[src/rtl/clk_mgr_pkg.sv]
// Shared definitions for the PLL clock manager: sequencer state encoding and
// the width of the shared qualify/stretch counter.
package clk_mgr_pkg;

    typedef enum logic [1:0] {
        WAIT_LOCK = 2'd0,
        QUALIFY   = 2'd1,
        STRETCH   = 2'd2,
        RUN       = 2'd3
    } mgr_state_t;

    // One counter serves both QUALIFY and STRETCH, so size it for the longer one.
    function automatic int cnt_width(input int lock_cycles, input int reset_cycles);
        int longest;
        longest = (lock_cycles > reset_cycles) ? lock_cycles : reset_cycles;
        return (longest <= 1) ? 1 : $clog2(longest);
    endfunction

endpackage

[src/rtl/phase_ce_gen.sv]
// One fractional clock-enable channel: a phase accumulator whose carry-out
// becomes a registered single-cycle enable strobe.
module phase_ce_gen
    import clk_mgr_pkg::*;
#(
    parameter int ACC_WIDTH = 16
) (
    input  logic                 clk,
    input  logic                 resetN,
    input  logic                 run,
    input  logic [ACC_WIDTH-1:0] incr,
    output logic                 ce
);

    logic [ACC_WIDTH-1:0] acc;
    logic [ACC_WIDTH:0]   sum;

    assign sum = {1'b0, acc} + {1'b0, incr};

    // The accumulator is only live while the system runs, so every RUN entry
    // starts from phase zero and the strobe spacing is deterministic.
    always_ff @(posedge clk or negedge resetN) begin
        if (!resetN) begin
            acc <= '0;
            ce  <= 1'b0;
        end else if (run) begin
            acc <= sum[ACC_WIDTH-1:0];
            ce  <= sum[ACC_WIDTH];
        end else begin
            acc <= '0;
            ce  <= 1'b0;
        end
    end

endmodule

[src/rtl/pll_clock_manager.sv]
// PLL lock qualification, stretched system reset sequencing, lock-loss
// tracking and a bank of fractional clock-enable generators.
module pll_clock_manager
    import clk_mgr_pkg::*;
#(
    parameter int CHANNELS     = 2,
    parameter int ACC_WIDTH    = 16,
    parameter int LOCK_CYCLES  = 1024,
    parameter int RESET_CYCLES = 16,
    parameter int LOSS_WIDTH   = 8
) (
    input  logic                          clk,
    input  logic                          resetN,
    input  logic                          pllLock,
    input  logic                          swReset,
    input  logic                          clrLoss,
    input  logic [CHANNELS*ACC_WIDTH-1:0] incr,
    output logic                          sysResetN,
    output logic                          isReady,
    output logic [CHANNELS-1:0]           ce,
    output logic                          lockLost,
    output logic [LOSS_WIDTH-1:0]         lossCount
);

    localparam int CNT_W = cnt_width(LOCK_CYCLES, RESET_CYCLES);
    localparam logic [CNT_W-1:0] LOCK_LAST    = CNT_W'(LOCK_CYCLES - 1);
    localparam logic [CNT_W-1:0] STRETCH_LAST = CNT_W'(RESET_CYCLES - 1);

    mgr_state_t     state;
    logic [CNT_W-1:0] count;
    logic           lock_meta;
    logic           lock_sync;
    logic           in_run;
    logic           loss_event;

    // pllLock is asynchronous to clk; nothing but lock_sync may look at it.
    always_ff @(posedge clk or negedge resetN) begin
        if (!resetN) begin
            lock_meta <= 1'b0;
            lock_sync <= 1'b0;
        end else begin
            lock_meta <= pllLock;
            lock_sync <= lock_meta;
        end
    end

    // sysResetN and isReady are set on the very transitions into and out of
    // RUN, which makes them registered copies of "next state is RUN".
    always_ff @(posedge clk or negedge resetN) begin
        if (!resetN) begin
            state     <= WAIT_LOCK;
            count     <= '0;
            sysResetN <= 1'b0;
            isReady   <= 1'b0;
        end else begin
            case (state)
                WAIT_LOCK: begin
                    if (lock_sync) begin
                        state <= QUALIFY;
                        count <= '0;
                    end
                end
                QUALIFY: begin
                    if (!lock_sync) begin
                        state <= WAIT_LOCK;
                        count <= '0;
                    end else if (count == LOCK_LAST) begin
                        state <= STRETCH;
                        count <= '0;
                    end else begin
                        count <= count + 1'b1;
                    end
                end
                STRETCH: begin
                    if (!lock_sync) begin
                        state <= WAIT_LOCK;
                        count <= '0;
                    end else if (count == STRETCH_LAST) begin
                        state     <= RUN;
                        count     <= '0;
                        sysResetN <= 1'b1;
                        isReady   <= 1'b1;
                    end else begin
                        count <= count + 1'b1;
                    end
                end
                RUN: begin
                    if (!lock_sync) begin
                        state     <= WAIT_LOCK;
                        count     <= '0;
                        sysResetN <= 1'b0;
                        isReady   <= 1'b0;
                    end else if (swReset) begin
                        state     <= STRETCH;
                        count     <= '0;
                        sysResetN <= 1'b0;
                        isReady   <= 1'b0;
                    end
                end
            endcase
        end
    end

    assign in_run     = (state == RUN);
    assign loss_event = in_run && !lock_sync;

    // A loss in the same cycle as a clear wins: the clear is applied first,
    // then this loss is counted on top of it.
    always_ff @(posedge clk or negedge resetN) begin
        if (!resetN) begin
            lockLost  <= 1'b0;
            lossCount <= '0;
        end else if (loss_event) begin
            lockLost <= 1'b1;
            if (clrLoss) begin
                lossCount <= LOSS_WIDTH'(1);
            end else if (lossCount != '1) begin
                lossCount <= lossCount + 1'b1;
            end
        end else if (clrLoss) begin
            lockLost  <= 1'b0;
            lossCount <= '0;
        end
    end

    for (genvar i = 0; i < CHANNELS; i++) begin : g_ch
        phase_ce_gen #(
            .ACC_WIDTH(ACC_WIDTH)
        ) u_ce (
            .clk    (clk),
            .resetN (resetN),
            .run    (in_run),
            .incr   (incr[i*ACC_WIDTH +: ACC_WIDTH]),
            .ce     (ce[i])
        );
    end

endmodule

[config.mk]
export PLATFORM = sky130hd
export DESIGN_NAME = pll_clock_manager
export DESIGN_NICKNAME = d
export VERILOG_FILES = /design/src/rtl/clk_mgr_pkg.sv /design/src/rtl/phase_ce_gen.sv /design/src/rtl/pll_clock_manager.sv
export SDC_FILE = /design/constraint.sdc
export NUM_CORES = 1
export LEC_CHECK = 0
export ABC_AREA = 1
export BUFFER_PORTS_ARGS = -buffer_cell sky130_fd_sc_hd__buf_4
export CAP_MARGIN = 0
export CORE_UTILIZATION = 45
export CTS_BUF_LIST = sky130_fd_sc_hd__clkbuf_8 sky130_fd_sc_hd__clkbuf_16
export DETAILED_ROUTE_END_ITERATION = 8
export PLACE_DENSITY = 0.61
export SETUP_SLACK_MARGIN = 0.02
export SYNTH_ARGS = -nofsm -noshare
export SYNTH_HDL_FRONTEND = slang
export SYNTH_SLANG_ARGS = --single-unit
[constraint.sdc]
create_clock -name clk -period 2.1 [get_ports clk]
set_clock_uncertainty 0.05 [all_clocks]
set_input_delay 0.105 -clock clk [delete_from_list [all_inputs] [get_ports clk]]
set_output_delay 0.105 -clock clk [all_outputs]
set_load 0.1 [all_outputs]
* Word level (Yosys, flattened, before mapping)
Cells that the tools add are included.
** Storage, ports and cells
- Bits in registers :: 58
- Input port bits :: 37
- Output and inout bits :: 13
- Logic and storage cells :: 68
** Cells by class
- Add/sub/neg operators :: 4
- Equality and inequality tests :: 12
- Multiplexer cells :: 31
- Reductions and logical operators :: 10
** Operators by type and width (count)
- $mux W10 :: 7
- $pmux W10 S4 :: 1
- $add A16 B16 Y17 :: 2
- $mux W16 :: 2
- $mux W8 :: 4
- $mux W2 :: 7
- $add A10 B1 Y10 const B :: 1
- $eq A10 B10 Y1 const B :: 1
- $eq A10 B4 Y1 const B :: 1
- $ne A3 B3 Y1 const B :: 3
- $add A8 B1 Y8 const B :: 1
- $mux W1 :: 8
- $ne A8 B8 Y1 const B :: 1
- $pmux W2 S4 :: 1
- $reduce_and A4 Y1 :: 2
- $ne A2 B2 Y1 const B :: 3
- $reduce_bool A2 Y1 :: 3
- $eq A2 B2 Y1 const B :: 2
- $reduce_and A2 Y1 :: 2
- $eq A2 B1 Y1 const B :: 1
- $logic_not A2 Y1 :: 1
- $pmux W1 S2 :: 1
- $logic_and A1 B1 Y1 :: 1
- $logic_not A1 Y1 :: 1

* Longest topological paths before layout
Gate-level depths: netlist of run 1.
- Word-level depth :: 4
- Gate-level depth with buffers :: 11
- Mapped depth without buffers :: 11

* Hierarchy
A second synthesis of run 1 with hierarchy kept.
** Second synthesis, totals
- Cell total of the unflattened synthesis :: 638
- Area, all modules :: 4340.4 um^2
** By module, submodules not included
- phase_ce_gen :: times used 2, cells an instance 225, area an instance 1458.9 um^2, seq. area each 425.4 um^2
- pll_clock_manager :: times used 1, cells an instance 188, area an instance 1422.6 um^2, seq. area each 600.6 um^2

* Worst setup path after synthesis of run 1
Ideal clock, no wire load.
- Path kind :: register to register
- Start :: reg lossCount[0]
- End :: reg lossCount[5]
- Setup time :: 0.113 ns
- Data arrival time :: 1.954 ns
- Required time :: 1.937 ns
- Path slack :: -0.017 ns
- Cell stages (with the launch flop) :: 11
- Path buffers :: 0
- Clock period less this slack :: 2.117 ns
- Cells stage by stage :: dfrtp_1 ha_1 nand2_1 nor2_2 nand2_1 nand2_4 nand2_4 nand2_1 nand2_1 nand2_1 inv_1
** On the way
- Word-level cells in the longest chain between the ends :: 4
- Elaborated cells on any way between the ends :: 7
- Classes of those cells :: 1 x add/sub; 1 x eq/ne; 3 x mux; 2 x reduce/logical
** RTL lines
- start: declaration :: line pll_clock_manager.sv:22 : output logic [LOSS_WIDTH-1:0] lossCount
- start signal: assignment :: line pll_clock_manager.sv:118 : lossCount <= lossCount + 1'b1;
- $add A8 B1 Y8 :: line pll_clock_manager.sv:118
- $mux W8 :: line pll_clock_manager.sv:117 : end else if (lossCount != '1) begin
- $mux W8 :: line pll_clock_manager.sv:115 : if (clrLoss) begin
- $mux W8 :: line pll_clock_manager.sv:113 : end else if (loss_event) begin
Several ways; a longest one is shown, not always the timed one. The select of a mux whose other input is x is not followed.
A chain may end at the register's enable or synchronous reset.

* Worst setup path in the final report of run 1
- Start :: reg g_ch[0].u_ce.acc[0]
- End :: reg g_ch[0].u_ce.acc[12]
** On the way
- Word-level cells in the longest chain between the ends :: 2
** RTL lines
- start: declaration :: line phase_ce_gen.sv:15 : logic [ACC_WIDTH-1:0] acc;
- start signal: assignment :: line phase_ce_gen.sv:27 : acc <= sum[ACC_WIDTH-1:0];
- $add A16 B16 Y17 :: line phase_ce_gen.sv:18 : assign sum = {1'b0, acc} + {1'b0, incr};
- $mux W16 :: line phase_ce_gen.sv:26 : end else if (run) begin
Every way passes these cells.

==> key figures, run 1 <==
Timing
  – Minimum clock period: 1.73 ns
  – Post-route worst setup slack: 0.367 ns
  – Final Hold Vio Count: 0
  – Transition time at the pin with the least slew margin: 0.784 ns
  – Count of final max-slew check failures: 0
  – Setup TNS after final layout: 0 ns
  – Final hold slack: 0.0260 ns
  – Slew Limit Headroom: 47.7%
  – Max Clock Freq: 0.577 GHz
  – Count of endpoints failing setup in the final report: 0
  – Fraction of the cycle the final worst path needs: 82.5%
  – Unrepaired setup endpoints after global routing: false

Clock network
  – Source-to-sink clock delay at the later pin of the worst-skew pair: 0.34 ns
  – Number of buffers created by CTS: 9
  – Clock root buffer master: sky130_fd_sc_hd__clkbuf_8
  – Post-CTS resize count: 0
  – Clock tree from TritonCTS: built
  – Clock edge transition at the registers on the reported setup and hold paths: 0.07 ns
  – Number of setup buffers added after CTS: 0
  – Sinks on Clock Net: 58
  – H-tree depth: 3
  – Max clock buf depth: 2

Setup path
  – CP max-delay cell: sky130_fd_sc_hd__fa_1
  – Worst flop-to-flop path startpoint: g_ch[0].u_ce.acc[0]
  – Critical path endpoint category: register
  – Total stage count of the critical path: 11
  – WP data arrival: 1.91 ns
  – Crit path capture: g_ch[0].u_ce.acc[12]
  – Worst reg2reg endpoint: g_ch[0].u_ce.acc[12]
  – Worst Path Required: 2.28 ns
  – Critical Path Source Type: register
  – Minimum setup slack among reg-to-reg paths: 0.37 ns
  – Category of the most critical setup path: register to register
  – Number of cells on the worst reg-to-reg path: 11
  – Buffers plus inverters on the worst setup path: 2
  – Most frequent CP cell: sky130_fd_sc_hd__nand3_1
  – Worst-path maximum fanout: 4
  – Crit path from: g_ch[0].u_ce.acc[0]
  – Cell Chain, Critical Path: ha_1 > inv_1 > fa_1 > inv_1 > nand3_1 > nand3_1 > nand3_1 > nand3_1 > nand2_1 > nand2_1 > nor2_1
  – Max incr delay on CP: 0.35 ns
  – Family of cells with the greatest summed delay on the critical path: simple AND/OR/NAND/NOR gates

Floorplan
  – Height of the chip: 99.3 µm
  – Die W: 99.3 µm
  – Std-Cell Rows: 35
  – Die area: 0.00985 mm²
  – Top-level I/O count: 50
  – Effective utilization at floorplan: 46.3%
  – Core area: 0.00920 mm²

Global routing
  – Wire length of the first global-routing pass: 15900 µm
  – Largest net degree at the start of global routing: 59
  – Congestion Overflow GR: 0
  – Total Routing Usage GR: 20.3%
  – Via count of the first global-routing pass: 3608
  – Number of antenna violations at the first check in global routing: 0

Place
  – Final HPWL DP: 7080 µm
  – Setup slack after placement: 0.380 ns
  – Number of buffers inserted by port buffering: 49
  – Placer congestion estimate: 0.878

Power and ir drop
  – Power density over the cells: 798 mW/mm²
  – Leakage component of the power: 2.87 nW
  – VDD IR max: 0.000339 V
  – PnR Total Power: 3.98 mW

Logic synthesis
  – Synth Flop Type: sky130_fd_sc_hd__dfrtp_1
  – Post-Syn Nets: 706
  – Post-synthesis register bit count: 58
  – Sequential share of the synthesized area: 34.1%
  – Post-synthesis instance area: 0.00426 mm²
  – Synthesized-area fraction occupied by ao, oa, aoi and oai cells: 8.82%
  – Adder-cell area share of the yosys netlist: 12.1%
  – Number of enable flip-flop cells after synthesis: 0
  – Number of synthesis warnings: 0
  – Multiplexer fraction of the synthesized cell area: 0%
  – Simple-gate area share of the yosys netlist: 33.0%
  – Average cell area after synthesis: 6.77 µm²
  – Proportion of register bits with asynchronous set or reset after synthesis: 100%
  – Number of instances in the synthesized netlist: 629
  – Unique cell type count in the Yosys netlist: 32
  – Parity-gate share of the synthesized area counting xor and xnor cells: 1.23%
  – Largest family of logic cells by synthesized area: simple AND/OR/NAND/NOR gates

Drt
  – Total number of vias: 3886
  – Initial DRC count: 134
  – Detail Route Antenna Nets: 0
  – DRC violations left: 0
  – Average wire per standard cell: 11.7 µm
  – Detail-routed via count per cell: 4.84
  – DRT Wirelength: 9360 µm
  – DRT Pass-1 Iters: 4

Finish
  – Fillers: 945
  – ANT cells: 0
  – Layout cell share with drive strength beyond 1: 11.8%
  – Storage cell area: 0.00145 mm²
  – Number of nets in the finished design: 764
  – Layout-stage area growth over the synthesis result: 17.0%
  – Area taken by multi-input logic gates: 0.00235 mm²

Worst hold path
  – Class of the worst hold path: input port to register
  – Worst hold path cell count: 4

Status
  – Result of the run: finished clean

Job
  – Count of maximum capacitance violations: 0
[cells by family after synthesis]
| logic type | count (synthesis) |
|---|---|
| xor+xnor | 6 |
| buf+inv | 117 |
| simple gates | 335 |
| flops | 58 |
| fa+ha+maj | 40 |
| compound gates | 73 |
[per-layer routing]
metal / vias to the layer above / GRT usage, % / wire, µm
met5: - / 0 / 0
met4: 0 / 6.00 / 54
met3: 4 / 3.37 / 208
met2: 57 / 35.0 / 4480
met1: 1745 / 26.2 / 4620
li1: 2080 / - / -
[worst min path at each step]
stage	from	to	slack, ns
global route	incr[16]	g_ch[1].u_ce.acc[0]	0.02
floorplan	resetN	count[0]	-0.24
finish	incr[16]	g_ch[1].u_ce.acc[0]	0.03
global placement	pllLock	lock_meta	0.17
CTS	incr[16]	g_ch[1].u_ce.acc[0]	0.01
detailed placement	pllLock	lock_meta	0.17
[sequential cells by signal, indices dropped and copies added, names as in the netlist]
register	count
g_ch.u_ce.acc	32
count	10
lossCount	8
g_ch.u_ce.ce	2
state	2
isReady	1
lockLost	1
lock_meta	1
lock_sync	1
[cell usage after synthesis, types with 2 or more instances]
master                     count  area (µm²)
sky130_fd_sc_hd__dfrtp_1      58        1450
sky130_fd_sc_hd__a21oi_1      43         215
sky130_fd_sc_hd__nand3_1      32         160
sky130_fd_sc_hd__xnor2_1       3        26.3
sky130_fd_sc_hd__nand4_1       4        25.0
sky130_fd_sc_hd__and2_1        2        12.5
sky130_fd_sc_hd__fa_1          2        40.0
sky130_fd_sc_hd__o21ai_1       4        20.0
sky130_fd_sc_hd__nor2_4        2        22.5
sky130_fd_sc_hd__nand2_1     208         781
sky130_fd_sc_hd__nor2_1       61         229
sky130_fd_sc_hd__or2_1         2        12.5
sky130_fd_sc_hd__nand3b_1      3        22.5
sky130_fd_sc_hd__buf_4         3        22.5
sky130_fd_sc_hd__ha_1         38         475
sky130_fd_sc_hd__a211oi_1      2        15.0
sky130_fd_sc_hd__buf_2         2        10.0
sky130_fd_sc_hd__o21ai_0      21         105
sky130_fd_sc_hd__nand2_4       3        33.8
sky130_fd_sc_hd__xor2_1        3        26.3
sky130_fd_sc_hd__nor3_1       10        50.1
sky130_fd_sc_hd__inv_1       109         409
sky130_fd_sc_hd__nand2_2       5        31.3
[area by class of cell]
cell class	count	area share [%]
Clock inverter	4	0.980
Inverter	111	8.47
Clock buffer	12	3.32
Tap cell	111	2.79
Sequential cell	58	29.2
Multi-Input combinational cell	454	47.1
Timing Repair Buffer	53	8.14
[cells in the final DEF (no fill, tap or decap), types with 12 or more instances in the layout]
cell                       synthesis  final
sky130_fd_sc_hd__o21ai_0          21     21
sky130_fd_sc_hd__ha_1             38     38
sky130_fd_sc_hd__inv_1           109    109
sky130_fd_sc_hd__clkbuf_8          0     12
sky130_fd_sc_hd__nand2_1         208    208
sky130_fd_sc_hd__nor2_1           61     61
sky130_fd_sc_hd__a21oi_1          43     43
sky130_fd_sc_hd__dfrtp_1          58     56
sky130_fd_sc_hd__buf_4             3     50
sky130_fd_sc_hd__nand3_1          32     32
[repair_timing]
item	in CTS	in global routing
hold endpoints to repair	60	0
hold buffers	3	0
endpoints found under the setup margin	0	0
[power by group]
part	leakage, nW	total, mW	switching [mW]	internal, mW
Clock	0.112	1.11	0.469	0.643
Combinational	1.96	1.53	1.05	0.480
Sequential	0.796	1.34	0.0844	1.25
[worst reg2reg max path, stage by stage, from the launching register on]
cell	delay [ns]
sky130_fd_sc_hd__dfrtp_1	0.33
sky130_fd_sc_hd__ha_1	0.15
sky130_fd_sc_hd__inv_1	0.05
sky130_fd_sc_hd__fa_1	0.35
sky130_fd_sc_hd__inv_1	0.11
sky130_fd_sc_hd__nand3_1	0.08
sky130_fd_sc_hd__nand3_1	0.13
sky130_fd_sc_hd__nand3_1	0.09
sky130_fd_sc_hd__nand3_1	0.12
sky130_fd_sc_hd__nand2_1	0.07
sky130_fd_sc_hd__nand2_1	0.06
sky130_fd_sc_hd__nor2_1	0.04
[metrics by stage]
| stage | std cells | area, µm² | utilization, % |
|---|---|---|---|
| after global placement | 784 | 4740 | 51.5 |
| after floorplan | 629 | 4260 | - |
| after detailed placement | 784 | 4740 | 51.5 |
| after CTS | 803 | 4980 | 54.2 |
| after global routing | 803 | 4980 | 54.2 |
| final | 803 | 4980 | 54.2 |
(Power assumes the default switching activity.)
==> run 2, diff against run 1 <==
Clock period 2.1 ns to 1.7 ns, I/O delays scaled along.
==> run 2 against run 1 <==
Against the previous run: via count is 3.0% higher; total power is 33% higher; sequential power is 25% higher; final area is 8.7% higher; flip-flop and latch count stayed put; largest cell class unchanged.
==> key figures, run 2 (synthesis results as in run 1) <==
Status
  – Result of the run: finished clean (unchanged)

Place
  – Setup slack after placement: -0.0346 ns (was 0.380 ns)
  – Number of placed instances, taps included: 790 (was 784)
  – Final HPWL DP: 7200 µm (was 7080 µm)
  – Number of buffers inserted by port buffering: 49 (unchanged)
  – Placer congestion estimate: 0.850 (was 0.878)

Setup path
  – Cell Chain, Critical Path: ha_1 > nand2_1 > inv_1 > nand2_1 > nand2_1 > a21oi_1 > nand3_1 > nand2_1 > nor2_1 (was ha_1 > inv_1 > fa_1 > inv_1 > nand3_1 > nand3_1 > nand3_1 > nand3_1 > nand2_1 > nand2_1 > nor2_1)
  – Worst-path maximum fanout: 5 (was 4)
  – Worst flop-to-flop path startpoint: g_ch[1].u_ce.acc[12] (was g_ch[0].u_ce.acc[0])
  – Buffers plus inverters on the worst setup path: 1 (was 2)
  – Critical Path Source Type: register (unchanged)
  – Max incr delay on CP: 0.39 ns (was 0.35 ns)
  – Worst Path Required: 1.88 ns (was 2.28 ns)
  – Family of cells with the greatest summed delay on the critical path: simple AND/OR/NAND/NOR gates (unchanged)
  – Category of the most critical setup path: register to register (unchanged)
  – Most frequent CP cell: sky130_fd_sc_hd__nand2_1 (was sky130_fd_sc_hd__nand3_1)
  – WP data arrival: 1.83 ns (was 1.91 ns)
  – Critical path endpoint category: register (unchanged)
  – CP max-delay cell: sky130_fd_sc_hd__dfrtp_1 (was sky130_fd_sc_hd__fa_1)
  – Crit path from: g_ch[1].u_ce.acc[12] (was g_ch[0].u_ce.acc[0])

Power and ir drop
  – PnR Total Power: 5.28 mW (was 3.98 mW)
  – Register share of total power: 31.8% (was 33.6%)
  – Proportion of power drawn by combinational gates: 39.9% (was 38.4%)
  – Internal: 3.14 mW (was 2.38 mW)
  – Switching power share of the total: 40.4% (was 40.2%)
  – Power density over the cells: 975 mW/mm² (was 798 mW/mm²)
  – VDD IR max: 0.000469 V (was 0.000339 V)
  – Part of the total power dissipated in the clock network: 28.3% (was 28.0%)
  – Switching power: 2.14 mW (was 1.60 mW)
  – Leakage component of the power: 2.92 nW (was 2.87 nW)

Timing
  – Unrepaired setup endpoints after global routing: true (was false)
  – Max Clock Freq: 0.605 GHz (was 0.577 GHz)
  – Final Hold Vio Count: 0 (unchanged)
  – Post-route worst setup slack: 0.0478 ns (was 0.367 ns)
  – Fraction of the cycle the final worst path needs: 97.2% (was 82.5%)
  – Transition time at the pin with the least slew margin: 0.647 ns (was 0.784 ns)
  – Count of endpoints failing setup in the final report: 0 (unchanged)
  – Minimum clock period: 1.65 ns (was 1.73 ns)
  – Count of final max-slew check failures: 0 (unchanged)
  – Slew Limit Headroom: 56.9% (was 47.7%)

Clock network
  – Max clock buf depth: 2 (unchanged)
  – Clock root buffer master: sky130_fd_sc_hd__clkbuf_8 (unchanged)
  – Sinks on Clock Net: 58 (unchanged)
  – Source-to-sink clock delay at the later pin of the worst-skew pair: 0.35 ns (was 0.34 ns)
  – Clock tree from TritonCTS: built (unchanged)
  – H-tree depth: 3 (unchanged)
  – Clock edge transition at the registers on the reported setup and hold paths: 0.08 ns (was 0.07 ns)
  – Number of buffers created by CTS: 9 (unchanged)

Global routing
  – Total Routing Usage GR: 21.4% (was 20.3%)
  – Largest net degree at the start of global routing: 50 (was 59)
  – Global-route met2 utilization: 37.6% (was 35.0%)
  – Global-route met3 utilization: 2.95% (was 3.37%)
  – Number of antenna violations at the first check in global routing: 0 (unchanged)
  – Wire length of the first global-routing pass: 16800 µm (was 15900 µm)
  – Via count of the first global-routing pass: 3873 (was 3608)
  – Congestion Overflow GR: 0 (unchanged)
  – Busiest grt layer: met2 (unchanged)
  – Routing usage on met1: 26.5% (was 26.2%)

Floorplan
  – Std-Cell Rows: 35 (unchanged)
  – Die W: 99.3 µm (unchanged)
  – Height of the chip: 99.3 µm (unchanged)
  – Core area: 0.00920 mm² (unchanged)
  – Effective utilization at floorplan: 46.3% (unchanged)
  – Top-level I/O count: 50 (unchanged)
  – Die area: 0.00985 mm² (unchanged)

Finish
  – Number of nets in the finished design: 774 (was 764)
  – Leading cell type in the layout, fill and taps excluded: sky130_fd_sc_hd__nand2_1 (unchanged)
  – Cell Count, Final, Fillers Out: 813 (was 803)
  – Most frequent cells in the layout: 189 x sky130_fd_sc_hd__nand2_1, 105 x sky130_fd_sc_hd__inv_1, 61 x sky130_fd_sc_hd__nor2_1 (was 208 x sky130_fd_sc_hd__nand2_1, 109 x sky130_fd_sc_hd__inv_1, 61 x sky130_fd_sc_hd__nor2_1)
  – Fin util: 58.9% (was 54.2%)
  – Layout cell share with drive strength beyond 1: 22.6% (was 11.8%)
  – Register with the most flip-flops: g_ch.u_ce.acc (unchanged)
  – Largest registers: g_ch.u_ce.acc: 32 flops, count: 10 flops, lossCount: 8 flops (unchanged)
  – Layout-stage area growth over the synthesis result: 27.2% (was 17.0%)
  – ANT cells: 0 (unchanged)
  – Max reg flops: 32 (unchanged)

Drt
  – DRT Pass-1 Iters: 4 (unchanged)
  – DRC violations left: 0 (unchanged)
  – Detail Route Antenna Nets: 0 (unchanged)
  – Initial DRC count: 113 (was 134)
  – Total number of vias: 4003 (was 3886)
  – Detail-routed via count per cell: 4.92 (was 4.84)
  – Average wire per standard cell: 12.2 µm (was 11.7 µm)
  – DRT Wirelength: 9920 µm (was 9360 µm)

Worst hold path
  – Class of the worst hold path: input port to register (unchanged)
  – Hold Path Origin: incr[21] (was incr[16])

Job
  – Count of maximum capacitance violations: 0 (unchanged)
## run 2: area by class of cell
class / instances / area, µm²
Timing Repair Buffer: 63 / 485
Clock inverter: 7 / 103
Clock buffer: 9 / 124
Inverter: 111 / 422
Fill cell: 887 / 3780
Multi-Input combinational cell: 454 / 2680
Sequential cell: 58 / 1470
Tap cell: 111 / 139
## run 2: worst min-delay path, delay by kind of cell
family                     cells  cell delay [ns]
adders and majority gates      1             0.14
AOI/OAI and AO/OA              1             0.06
buffers and inverters          1             0.09
## run 2: path summary, 6_finish.rpt
kind                       slack (ns)                   end  depth (start not counted)
min in group asynchronous        0.25  g_ch[0].u_ce.acc[11]                          2
min reg2reg                      0.32             lock_sync                          0
max reg2reg                      0.05  g_ch[1].u_ce.acc[13]                          9
min                              0.02   g_ch[1].u_ce.acc[5]                          3
max                              0.05  g_ch[1].u_ce.acc[13]                          9
max in group asynchronous        0.79  g_ch[1].u_ce.acc[13]                          3
## run 2: stage by stage
step	instance area, µm²	setup TNS [ns]	hold slack, ns
6_report	5420	0	0.0196
5_1_grt	5420	-0.561	0.0148
4_1_cts	5090	0	0.0718
3_5_place_dp	4790	-0.0491	0.114
3_3_place_gp	4790	0	0.113
2_1_floorplan	4270	0	-0.261
## run 2: routing by layer
| layer | vias to the layer above | part of all wire [%] | wire length, µm |
|---|---|---|---|
| met5 | - | 0 | 0 |
| met4 | 0 | 1.9 | 191 |
| met3 | 14 | 3.0 | 302 |
| met2 | 72 | 50 | 4970 |
| met1 | 1815 | 45 | 4450 |
| li1 | 2102 | - | - |
## run 2: repair_timing
item	in CTS	in global routing
hold buffers	5	0
endpoints found under the hold margin	53	0
resized for setup	7	60
buffers inserted	0	2
setup endpoints to repair	11	29
pin swaps	0	9
## run 2: power by group through the flow
stage,Clock [mW],Sequential [mW],Combinational [mW]
after global placement,0,1.68,1.88
after CTS,1.52,1.66,1.94
after global routing,1.59,1.70,2.39
after detailed placement,0,1.68,1.90
after floorplan,0,1.82,1.27
final,1.49,1.68,2.11
==> run 3, diff against run 2 <==
==> constraint.sdc (replaced) <==
create_clock -name clk -period 1.7 [get_ports clk]
set_clock_uncertainty 0.05 [all_clocks]
set_input_delay 0.51 -clock clk [delete_from_list [all_inputs] [get_ports clk]]
set_output_delay 0.51 -clock clk [all_outputs]
set_load 0.1 [all_outputs]
==> run 3 against run 2 <==
Against the previous run: routed wire length fell by 0.45%; die area unchanged; clock-buffer cell count increased by 2; worst hold slack gained 0.074 ns; sequential share of layout area fell by 0.45 points; critical endpoint is now g_ch[1].u_ce.acc[12]; clock power about the same; total power up 2.1%; register-to-register slack lost 0.03 ns; first-iteration DRC count up 13%; final area up 1.7%; critical path type unchanged; critical path depth is 2 higher; highest routed layer unchanged.
==> key figures, run 3 (synthesis results as in run 1) <==
Timing
  – Final hold slack: 0.0935 ns (was 0.0196 ns)
  – Fraction of the cycle the final worst path needs: 99.2% (was 97.2%)
  – Post-route worst setup slack: 0.0132 ns (was 0.0478 ns)
  – Final Hold Vio Count: 0 (unchanged)
  – Unrepaired setup endpoints after global routing: true (unchanged)
  – Minimum clock period: 1.69 ns (was 1.65 ns)
  – Setup TNS after final layout: 0 ns (unchanged)
  – Slew Limit Headroom: 78.8% (was 56.9%)
  – Count of final max-slew check failures: 0 (unchanged)
  – Transition time at the pin with the least slew margin: 0.318 ns (was 0.647 ns)
  – Count of endpoints failing setup in the final report: 0 (unchanged)
  – Max Clock Freq: 0.593 GHz (was 0.605 GHz)

Place
  – Placer congestion estimate: 0.863 (was 0.850)
  – Number of buffers inserted by port buffering: 49 (unchanged)
  – Number of placed instances, taps included: 811 (was 790)
  – Setup slack after placement: -0.239 ns (was -0.0346 ns)
  – Final HPWL DP: 7230 µm (was 7200 µm)

Finish
  – ANT cells: 0 (unchanged)
  – Layout cell share with drive strength beyond 1: 24.3% (was 22.6%)
  – Register with the most flip-flops: g_ch.u_ce.acc (unchanged)
  – Leading cell type in the layout, fill and taps excluded: sky130_fd_sc_hd__nand2_1 (unchanged)
  – Fillers: 868 (was 887)
  – Number of nets in the finished design: 792 (was 774)
  – Most frequent cells in the layout: 194 x sky130_fd_sc_hd__nand2_1, 106 x sky130_fd_sc_hd__inv_1, 78 x sky130_fd_sc_hd__buf_4 (was 189 x sky130_fd_sc_hd__nand2_1, 105 x sky130_fd_sc_hd__inv_1, 61 x sky130_fd_sc_hd__nor2_1)
  – Cell Count, Final, Fillers Out: 831 (was 813)
  – Max reg flops: 32 (unchanged)
  – Layout-stage area growth over the synthesis result: 29.4% (was 27.2%)
  – Largest registers: g_ch.u_ce.acc: 32 flops, count: 10 flops, lossCount: 8 flops (unchanged)

Drt
  – DRT Pass-1 Iters: 4 (unchanged)
  – Detail Route Antenna Nets: 0 (unchanged)
  – Average wire per standard cell: 11.9 µm (was 12.2 µm)
  – Initial DRC count: 128 (was 113)
  – DRC violations left: 0 (unchanged)
  – Total number of vias: 4062 (was 4003)
  – Detail-routed via count per cell: 4.89 (was 4.92)
  – DRT Wirelength: 9880 µm (was 9920 µm)

Global routing
  – Total Routing Usage GR: 21.0% (was 21.4%)
  – Number of antenna violations at the first check in global routing: 0 (unchanged)
  – Largest net degree at the start of global routing: 59 (was 50)
  – Via count of the first global-routing pass: 3833 (was 3873)
  – Wire length of the first global-routing pass: 16600 µm (was 16800 µm)
  – Congestion Overflow GR: 0 (unchanged)

Status
  – Result of the run: finished clean (unchanged)

Clock network
  – Max clock buf depth: 2 (unchanged)
  – Clock root buffer master: sky130_fd_sc_hd__clkbuf_8 (unchanged)
  – Source-to-sink clock delay at the later pin of the worst-skew pair: 0.34 ns (was 0.35 ns)
  – H-tree depth: 3 (unchanged)
  – Cts hold-fix bufs: 0 (was 5)
  – Clock edge transition at the registers on the reported setup and hold paths: 0.08 ns (about the same)
  – Sinks on Clock Net: 58 (unchanged)
  – Number of buffers created by CTS: 9 (unchanged)
  – Clock tree from TritonCTS: built (unchanged)

Floorplan
  – Height of the chip: 99.3 µm (unchanged)
  – Core area: 0.00920 mm² (unchanged)
  – Die W: 99.3 µm (unchanged)
  – Die area: 0.00985 mm² (unchanged)
  – Std-Cell Rows: 35 (unchanged)
  – Effective utilization at floorplan: 46.3% (unchanged)
  – Top-level I/O count: 50 (unchanged)

Setup path
  – Critical Path Source Type: register (unchanged)
  – Worst flop-to-flop path startpoint: g_ch[1].u_ce.acc[0] (was g_ch[1].u_ce.acc[12])
  – Worst-path maximum fanout: 4 (was 5)
  – Crit path from: g_ch[1].u_ce.acc[0] (was g_ch[1].u_ce.acc[12])
  – WP data arrival: 1.86 ns (was 1.83 ns)
  – Worst Path Required: 1.88 ns (about the same)
  – Category of the most critical setup path: register to register (unchanged)
  – Critical path endpoint category: register (unchanged)

Power and ir drop
  – Switching power share of the total: 39.1% (was 40.4%)
  – Internal: 3.28 mW (was 3.14 mW)
  – Proportion of power drawn by combinational gates: 40.9% (was 39.9%)
  – VDD IR max: 0.000582 V (was 0.000469 V)
  – Switching power: 2.10 mW (was 2.14 mW)
  – Power density over the cells: 979 mW/mm² (was 975 mW/mm²)
  – PnR Total Power: 5.39 mW (was 5.28 mW)
  – Part of the total power dissipated in the clock network: 27.9% (was 28.3%)
  – Register share of total power: 31.2% (was 31.8%)
  – Leakage component of the power: 3.02 nW (was 2.92 nW)

Worst hold path
  – Class of the worst hold path: input port to async pin (was input port to register)

Job
  – Count of maximum capacitance violations: 0 (unchanged)
run 3: changes by cell type in the layout (fill, tap and decap cells not counted), moves of 3 or more:
cell | before | now
sky130_fd_sc_hd__ha_4 | 14 | 10
sky130_fd_sc_hd__dlygate4sd3_1 | 5 | 0
sky130_fd_sc_hd__ha_1 | 20 | 23
sky130_fd_sc_hd__nand2_1 | 189 | 194
sky130_fd_sc_hd__buf_4 | 58 | 78
sky130_fd_sc_hd__nand2_2 | 24 | 19
sky130_fd_sc_hd__nor2_1 | 61 | 57
sky130_fd_sc_hd__nor2_2 | 0 | 4
run 3: per-layer routing:
layer | wire [µm] | GRT usage, % | share of wire, % | up-vias
met3 | 283 | 4.64 | 2.9 | 10
met4 | 98 | 5.54 | 0.99 | 0
met5 | 0 | 0 | 0 | -
met2 | 4500 | 34.5 | 46 | 52
met1 | 5000 | 28.0 | 51 | 1861
li1 | - | - | - | 2139
run 3: final timing paths:
kind / endpoint / slack (ns) / depth (start not counted)
min in group clk: lock_meta / 0.23 / 1
hold reg to reg: lock_sync / 0.30 / 0
max in group asynchronous: isReady / 1.21 / 2
setup reg to reg: g_ch[1].u_ce.acc[12] / 0.01 / 11
hold / removal: g_ch[0].u_ce.acc[15] / 0.09 / 2
setup / recovery: g_ch[1].u_ce.acc[12] / 0.01 / 11
run 3: metrics by stage:
stage / util, % / cell area (µm²)
after floorplan: - / 4310
after global placement: 54.4 / 5010
after detailed placement: 54.4 / 5010
after CTS: 57.0 / 5240
after global routing: 59.9 / 5510
final: 59.9 / 5510
run 3: power groups by stage:
stage,combinational (mW),sequential [mW],clock [mW]
floorplan,1.29,1.82,0
global placement,2.03,1.68,0
finish,2.21,1.68,1.50
CTS,2.06,1.66,1.55
global route,2.47,1.70,1.60
detailed placement,2.05,1.68,0
run 3: cell type report:
cell class                 instances  area [µm²]  area share (%)
timing repair buffer              81         628            11.4
tap                              111         139            2.52
sequential                        58        1470            26.7
clock buffer                      11         151            2.75
multi-input combinational        454        2620            47.6
clock inverter                     5        77.6            1.41
inverter                         111         422            7.66
run 3: repair_timing:
action,CTS,global route
endpoints found under the setup margin,2,23
pin swaps,0,8
buffers inserted,0,4
gates resized for setup,1,49
run 3: worst max-delay path: stages, from the launching register on:
cell and delay (ns):
sky130_fd_sc_hd__dfrtp_1 0.35, sky130_fd_sc_hd__ha_2 0.19, sky130_fd_sc_hd__inv_2 0.04, sky130_fd_sc_hd__fa_2 0.33, sky130_fd_sc_hd__inv_2 0.09, sky130_fd_sc_hd__nand3_2 0.10
sky130_fd_sc_hd__nand3_4 0.10, sky130_fd_sc_hd__nand3_2 0.07, sky130_fd_sc_hd__nand3_2 0.09, sky130_fd_sc_hd__nand2_1 0.06, sky130_fd_sc_hd__nand2_1 0.07, sky130_fd_sc_hd__nor2_1 0.04
